--- config.mk ---
export PLATFORM = sky130hd
export DESIGN_NAME = instr_encoder
export DESIGN_NICKNAME = d
export VERILOG_FILES = /design/src/rtl/instr_encoder.sv
export SDC_FILE = /design/constraint.sdc
export NUM_CORES = 1
export LEC_CHECK = 0
export CELL_PAD_IN_SITES_DETAIL_PLACEMENT = 2
export CELL_PAD_IN_SITES_GLOBAL_PLACEMENT = 2
export CORE_ASPECT_RATIO = 0.9
export CORE_MARGIN = 5
export CORE_UTILIZATION = 30
export CTS_BUF_LIST = sky130_fd_sc_hd__clkbuf_8
export CTS_CLUSTER_SIZE = 25
export DETAILED_ROUTE_END_ITERATION = 7
export GPL_TIMING_DRIVEN = 0
export PLACE_DENSITY = 0.79
export SLEW_MARGIN = 20
export SYNTH_ARGS = -nofsm -noshare
export SYNTH_HDL_FRONTEND = slang
export SYNTH_SLANG_ARGS = --single-unit
export TNS_END_PERCENT = 100
--- constraint.sdc ---
create_clock -name clk -period 4.9 [get_ports clk]
set_input_delay 0.98 -clock clk [delete_from_list [all_inputs] [get_ports clk]]
set_output_delay 0.98 -clock clk [all_outputs]
set_load 0.005 [all_outputs]
--- src/rtl/instr_encoder.sv ---
// instr_encoder: encodes MIPS-style instruction requests into 32-bit words and streams them
// through a small FIFO into instruction memory at consecutive word addresses.
// Optional feature: define ENC_ILLEGAL_CHK_EN to add an err output that flags illegal kinds
// (those are then dropped); otherwise illegal kinds are written as NOP 32'h0000_0000.
module instr_encoder #(
    parameter int          FIFO_DEPTH = 4,
    parameter logic [31:0] BASE_ADDR  = 32'h0000_0000
) (
    input  logic        clk,
    input  logic        rst_n,
    input  logic        clear,
    input  logic        in_valid,
    output logic        in_ready,
    input  logic [3:0]  in_kind,
    input  logic [4:0]  in_rs,
    input  logic [4:0]  in_rt,
    input  logic [4:0]  in_rd,
    input  logic [15:0] in_imm,
    input  logic [25:0] in_target,
    output logic        imem_we,
    input  logic        imem_ready,
    output logic [31:0] imem_addr,
    output logic [31:0] imem_wdata,
    output logic [15:0] word_count
`ifdef ENC_ILLEGAL_CHK_EN
    ,
    output logic        err
`endif
);
    localparam int AW = $clog2(FIFO_DEPTH);

    logic [31:0]   mem_q [FIFO_DEPTH];
    logic [AW-1:0] wr_ptr_q, wr_ptr_d, rd_ptr_q, rd_ptr_d;
    logic [AW:0]   cnt_q, cnt_d;
    logic [31:0]   addr_q, addr_d;
    logic [15:0]   wcnt_q, wcnt_d;
    logic [31:0]   enc;
    logic          legal, full, accept, push, pop;
`ifdef ENC_ILLEGAL_CHK_EN
    logic          err_q, err_d;
`endif

    // Instruction encoding from the request fields; illegal kinds fall through to zero
    always_comb begin
        enc   = 32'h0000_0000;
        legal = 1'b1;
        case (in_kind)
            4'd0:    enc = {6'h00, in_rs, in_rt, in_rd, 5'h00, 6'h20};
            4'd1:    enc = {6'h00, in_rs, in_rt, in_rd, 5'h00, 6'h22};
            4'd2:    enc = {6'h00, in_rs, in_rt, in_rd, 5'h00, 6'h24};
            4'd3:    enc = {6'h00, in_rs, in_rt, in_rd, 5'h00, 6'h25};
            4'd4:    enc = {6'h00, in_rs, in_rt, in_rd, 5'h00, 6'h2A};
            4'd5:    enc = {6'h23, in_rs, in_rt, in_imm};
            4'd6:    enc = {6'h2B, in_rs, in_rt, in_imm};
            4'd7:    enc = {6'h04, in_rs, in_rt, in_imm};
            4'd8:    enc = {6'h08, in_rs, in_rt, in_imm};
            4'd9:    enc = {6'h02, in_target};
            default: legal = 1'b0;
        endcase
    end

    // Handshakes and next-state; clear and reset override both push and pop
    always_comb begin
        full     = cnt_q == (AW + 1)'(FIFO_DEPTH);
        in_ready = rst_n && !clear && !full;
        accept   = in_valid && in_ready;
`ifdef ENC_ILLEGAL_CHK_EN
        push     = accept && legal;
        err_d    = accept && !legal;
`else
        push     = accept;
`endif
        pop      = imem_we && imem_ready;
        wr_ptr_d = push ? wr_ptr_q + 1'b1 : wr_ptr_q;
        rd_ptr_d = pop ? rd_ptr_q + 1'b1 : rd_ptr_q;
        cnt_d    = cnt_q + {{AW{1'b0}}, push} - {{AW{1'b0}}, pop};
        addr_d   = pop ? addr_q + 32'd4 : addr_q;
        wcnt_d   = (pop && wcnt_q != 16'hFFFF) ? wcnt_q + 16'd1 : wcnt_q;
    end

    // FIFO storage; contents need no reset because occupancy gates visibility
    always_ff @(posedge clk) begin
        if (push)
            mem_q[wr_ptr_q] <= enc;
    end

    // Control state with synchronous active-low reset and synchronous flush
    always_ff @(posedge clk) begin
        if (!rst_n || clear) begin
            wr_ptr_q <= '0;
            rd_ptr_q <= '0;
            cnt_q    <= '0;
            addr_q   <= BASE_ADDR;
            wcnt_q   <= '0;
        end else begin
            wr_ptr_q <= wr_ptr_d;
            rd_ptr_q <= rd_ptr_d;
            cnt_q    <= cnt_d;
            addr_q   <= addr_d;
            wcnt_q   <= wcnt_d;
        end
    end

`ifdef ENC_ILLEGAL_CHK_EN
    // One-cycle error pulse following acceptance of an illegal kind
    always_ff @(posedge clk) begin
        if (!rst_n || clear)
            err_q <= 1'b0;
        else
            err_q <= err_d;
    end

    assign err = err_q;
`endif

    assign imem_we    = cnt_q != '0;
    assign imem_wdata = mem_q[rd_ptr_q];
    assign imem_addr  = addr_q;
    assign word_count = wcnt_q;
endmodule

## Word-level counts from Yosys, hierarchy flattened

Memories as Yosys holds them, arrays and structs flattened. A register that Yosys moved wholly into a read port is not among the register bits.
Index checks and enable logic that the tools add are counted.

| storage, ports and cells | value |
|---|---|
| output and inout bits | 82 |
| bits in writable memories | 128 |
| memories | 1 |
| logic and storage cells | 39 |
| register bits after elaboration | 55 |
| input bits | 66 |

| cells by class | value |
|---|---|
| equality and inequality tests | 11 |
| reductions and logical operators | 11 |
| add/sub/neg operators | 6 |
| mux-type cells | 5 |

Memory list:

| name | depth | width | rd ports | clocked after memory_dff | wr ports | RTL line | text |
|---|---|---|---|---|---|---|---|
| mem_q | 4 | 32 | 1 | 1 | 1 | 32 | `logic [31:0] mem_q [FIFO_DEPTH];` |

Operators by type and width:

| operator | number |
|---|---|
| case mux 32 bit (10 select lines) | 1 |
| adder 32 x 3 -> 32 bit, second input constant | 1 |
| adder 16 x 1 -> 16 bit, second input constant | 1 |
| equality test 4 x 3 -> 1 bit, second input constant | 4 |
| inequality test 16 bit, second input constant | 1 |
| equality test 4 x 2 -> 1 bit, second input constant | 2 |
| equality test 4 bit, second input constant | 2 |
| logical AND 1 bit | 5 |
| adder 2 x 1 -> 2 bit, second input constant | 2 |
| equality test 4 x 1 -> 1 bit, second input constant | 1 |
| logical NOT 4 bit | 1 |
| 2-to-1 mux 2 bit | 2 |
| adder 3 x 1 -> 3 bit | 1 |
| equality test 3 bit, second input constant | 1 |
| logical NOT 1 bit | 3 |
| nonzero test 3 bit | 1 |
| subtractor 3 x 1 -> 3 bit | 1 |
| 2-to-1 mux 1 bit | 2 |
| logical OR 1 bit | 1 |

## Longest topological paths before layout

| depth | value |
|---|---|
| word-level depth | 6 |
| mapped depth | 11 |
| mapped depth without buffers | 11 |

## Worst setup path before layout

Ideal clock, no wire load.

| timing path | value |
|---|---|
| kind | input-to-reg |
| from | input port clear |
| to | register cnt_q[2] |
| path slack | 1.789 ns |
| arrival time | 2.984 ns |
| cell stages on the path | 11 |
| setup time | 0.128 ns |
| data required time | 4.772 ns |
| cell sequence | nand2b_1 -> a211oi_1 -> inv_1 -> ha_1 -> inv_1 -> ha_1 -> inv_1 -> fa_1 -> xor2_1 -> xnor2_1 -> nor2_1 |

| on the way | value |
|---|---|
| word-level cells in the longest chain between the ends | 6 |
| elaborated cells on any way between the ends | 7 |

RTL lines:

| item | RTL line | text |
|---|---|---|
| from (decl) | 11 | `input logic clear,` |
| logical NOT 1 bit | 65 | `in_ready = rst_n && !clear && !full;` |
| logical AND 1 bit (2 in a row) | 65 |  |
| logical AND 1 bit | 66 | `accept = in_valid && in_ready;` |
| adder 3 x 1 -> 3 bit | 76 | `cnt_d = cnt_q + {{AW{1'b0}}, push} - {{AW{1'b0}}, pop};` |
| subtractor 3 x 1 -> 3 bit | 76 |  |
| to (signal assigned) | 98 | `cnt_q <= cnt_d;` |
| to (decl) | 34 | `logic [AW:0] cnt_q, cnt_d;` |

Parallel ways exist; a longest one is shown, timed or not.
A chain may end at the register's enable or synchronous reset.

## Worst setup path after layout

| timing path | value |
|---|---|
| from | input port clear |
| to | output port in_ready |

| on the way | value |
|---|---|
| word-level cells in the longest chain between the ends | 3 |

RTL lines:

| item | RTL line | text |
|---|---|---|
| logical NOT 1 bit | 65 |  |
| logical AND 1 bit (2 in a row) | 65 |  |
| to (decl) | 13 | `output logic in_ready,` |

Every way passes these cells.

==> metrics.md <==
| Metric | Value |
|---|---|
| DRC | 0 |
| Crit Reg-Reg Endpoint | cnt_q[2] |
| Top Family by Delay on Critical Path | buffers and inverters |
| Die width | 177 um |
| DP HPWL | 16,700 um |
| Critical Path Stages | 5 |
| Post-layout net count | 809 |
| Most frequent CP cell | clkdlybuf4s50_1 |
| Largest net degree at the start of global routing | 24 |
| Data arrival time of the worst path | 2.85 ns |
| Setup TNS | 0 ns |
| Worst Setup EP | in_ready |
| Crit path max-delay cell type | clkdlybuf4s50_1 |
| Synth Cell Area | 7560 um^2 |
| Final Setup Violations | 0 |
| Clk_skew | 0.0286 ns |
| Die Ht | 161 um |
| Aggregate routed wire length | 23,100 um |
| DR vias/cell | 5.11 |
| Worst path max stage delay | 0.56 ns |
| Synth cell count leaders | 120 x edfxtp_1, 55 x dfxtp_1, 36 x nand2_1 |
| Worst skew pair latency | 0.47 ns |
| Area delta synth->final | 31.0% |
| DR WL/cell | 21.2 um |
| Slew Viols, Final | 0 |
| I/O Pins | 148 |
| Fin Hold WS | 0.479 ns |
| Inserted Clock Buffers | 17 |
| CP cell instances | clkdlybuf4s50_1, nand2b_1, clkbuf_1, a21oi_1, clkdlybuf4s50_1 |
| Register area share after synthesis | 62.2% |
| Synth Warn # | 0 |
| Post-CTS Hold Fix Bufs | 0 |
| Mapped Cells | 565 |
| Detail Route Antenna Nets | 0 |
| Worst setup SP type | primary input |
| Worst Setup SP | clear |
| Vias in the first global route | 6,157 |
| Post-synth EDFFs | 120 |
| Min-Delay Path Class | flip-flop to flip-flop |
| Cell taking the most area after synthesis | edfxtp_1 |
| GRT Util Overall | 16.5% |
| WS Path Type | primary input to output port |
| Flops & latches, synth | 175 |
| Maxcap violations | 0 |
| Worst vdd ir | 0.119 mV |
| First-pass DRT Iterations | 4 |
| DR iter-0 viols | 245 |
| Top_reg_cell synth | edfxtp_1 |
| Post-Syn Area per Cell | 13.4 um^2 |
| Worst setup EP type | output port |
| Post-CTS Setup Repair Bufs | 0 |
| Multi-input gate area in the final layout | 2640 um^2 |
| Most frequent cell after synthesis | edfxtp_1 |
| Pwr Density | 281 nW/um^2 |
| Worst r2r src | cnt_q[1] |
| RSZ-0062 raised after global routing | no |
| Layout cell share with drive strength beyond 1 | 10.7% |
| Htree depth | 4 |
| Tmin final | 3.83 ns |
| Die ar. | 28,500 um^2 |
| R2R setup slack | 1.78 ns |
| Worst-case clock buffer depth | 2 |
| P_leak | 0.00313 uW |
| FFs w/ async S/R, synth | 0% |
| Final Hold Viols | 0 |
| Part of the cycle the worst path needs | 78.1% |
| Pre-CTS setup slack | 0.886 ns |
| GRT overflow | 0 |
| Final cell count without fillers | 1,088 |
| Reg area | 4700 um^2 |
| CTS tree | done |
| Routability cong. | 0.717 |
| Initial antenna violation count | 1 |
| Top-area cell type share of the netlist area | 47.7% |
| Worst r2r path cells | 11 |
| Worst Path Buf+Inv | 3 |
| Area contributors post-synth | edfxtp_1 48%, dfxtp_1 15%, mux4_2 8.9% |
| Setup WS post-layout | 1.07 ns |
| IO Port Bufs | 144 |
| Worst EP required | 3.92 ns |
| Clock Sinks | 175 |
| Worst-margin pin slew | 0.978 ns |
| Antenna cells | 0 |
| CTS Root Cell | clkbuf_8 |
| # fillers | 2,581 |
| Clock transition at path regs | 0.10 ns |
| Core area | 25,000 um^2 |
| Unique masters post-synth | 49 |
| PostCTS Resize Cnt | 0 |
| Initial Utilization | 30.3% |
| First-pass GRT wire length | 36,500 um |
| Status | finished, final reports clean |
| Max Freq | 261 MHz |
| Placed cell count | 1,057 |
| Crit-path max FO | 10 |
| Vias | 5,559 |
| Max_slew headroom | 34.2% |
| Row Count | 55 |
-- cell usage in the layout (no fill, tap or decap), drive strengths merged, types with 9 or more instances in the layout --
master           n
xnor2            9
nor2            28
and3            11
nand3           17
o31ai           20
nand4           15
a21oi           34
inv             28
nand2           36
dfxtp           55
a22o            16
clkdlybuf4s50  144
o21ai           12
mux4            30
edfxtp         120
clkbuf          40
or4             23
buf             15
-- flip-flops by register name, summed over array words and instances, names as in the netlist, named ones only --
register	cells
rd_ptr_q	2
mem_q	120
imem_addr	30
wr_ptr_q	2
word_count	16
cnt_q	3
-- through the flow --
stage	power, uW	util, %	area (um^2)
3_5_place_dp	1850	38.1	9530
2_1_floorplan	1720	-	7570
6_report	2780	39.7	9910
5_1_grt	2910	39.7	9910
3_3_place_gp	1830	37.8	9440
4_1_cts	2830	39.7	9910
-- layout make-up --
cell class              instances  area share [%]
clock inverters                14            1.44
repair buffers                148            15.4
well taps                     342            4.32
clock buffers                  17            2.36
plain buffers                  34            1.48
flip-flops and latches        175            47.5
inverters                      21           0.796
multi-input cells             337            26.7
-- worst min path at each step --
stage,from,endpoint,slack [ns],cells after the start
after global placement,imem_addr[31],imem_addr[31],0.46,2
after detailed placement,imem_addr[31],imem_addr[31],0.47,2
after CTS,imem_addr[31],imem_addr[31],0.48,2
final,imem_addr[31],imem_addr[31],0.48,2
after floorplan,imem_addr[31],imem_addr[31],0.46,2
after global routing,imem_addr[31],imem_addr[31],0.54,2
-- report_power, final --
part           switching, uW  internal [uW]  total, uW
clock network            597            374        971
logic                    100            109        210
registers               5.39           1590       1600
-- kinds of logic (layout without fill, tap and decap cells) --
logic type | Yosys count | in the layout | share of synthesized area [%]
fa+ha+maj | 9 | 9 | 1.59
mux | 38 | 38 | 10.0
flops | 175 | 175 | 62.2
xor+xnor | 14 | 14 | 1.62
compound gates | 105 | 105 | 9.62
buf+inv | 55 | 234 | 2.96
simple gates | 168 | 168 | 11.9
other cells | 1 | 3 | 0.0496
-- tightest hold or removal path: cells and delay by family (launching register included) --
family,cells,cell delay [ns]
DFF,1,0.34
muxes,1,0.05
and+or+nand+nor,1,0.05
-- metal layers --
metal  track usage (%)  part of all wire, %  wire [um]  up-vias
met3              4.26                  5.2       1190       12
met4              2.53                 0.54        124        2
met5                 0                0.030          7        -
met2              28.2                   49      11400      143
li1                  -                    -          -     2554
met1              21.6                   45      10400     2848
(Power assumes the default switching activity.)
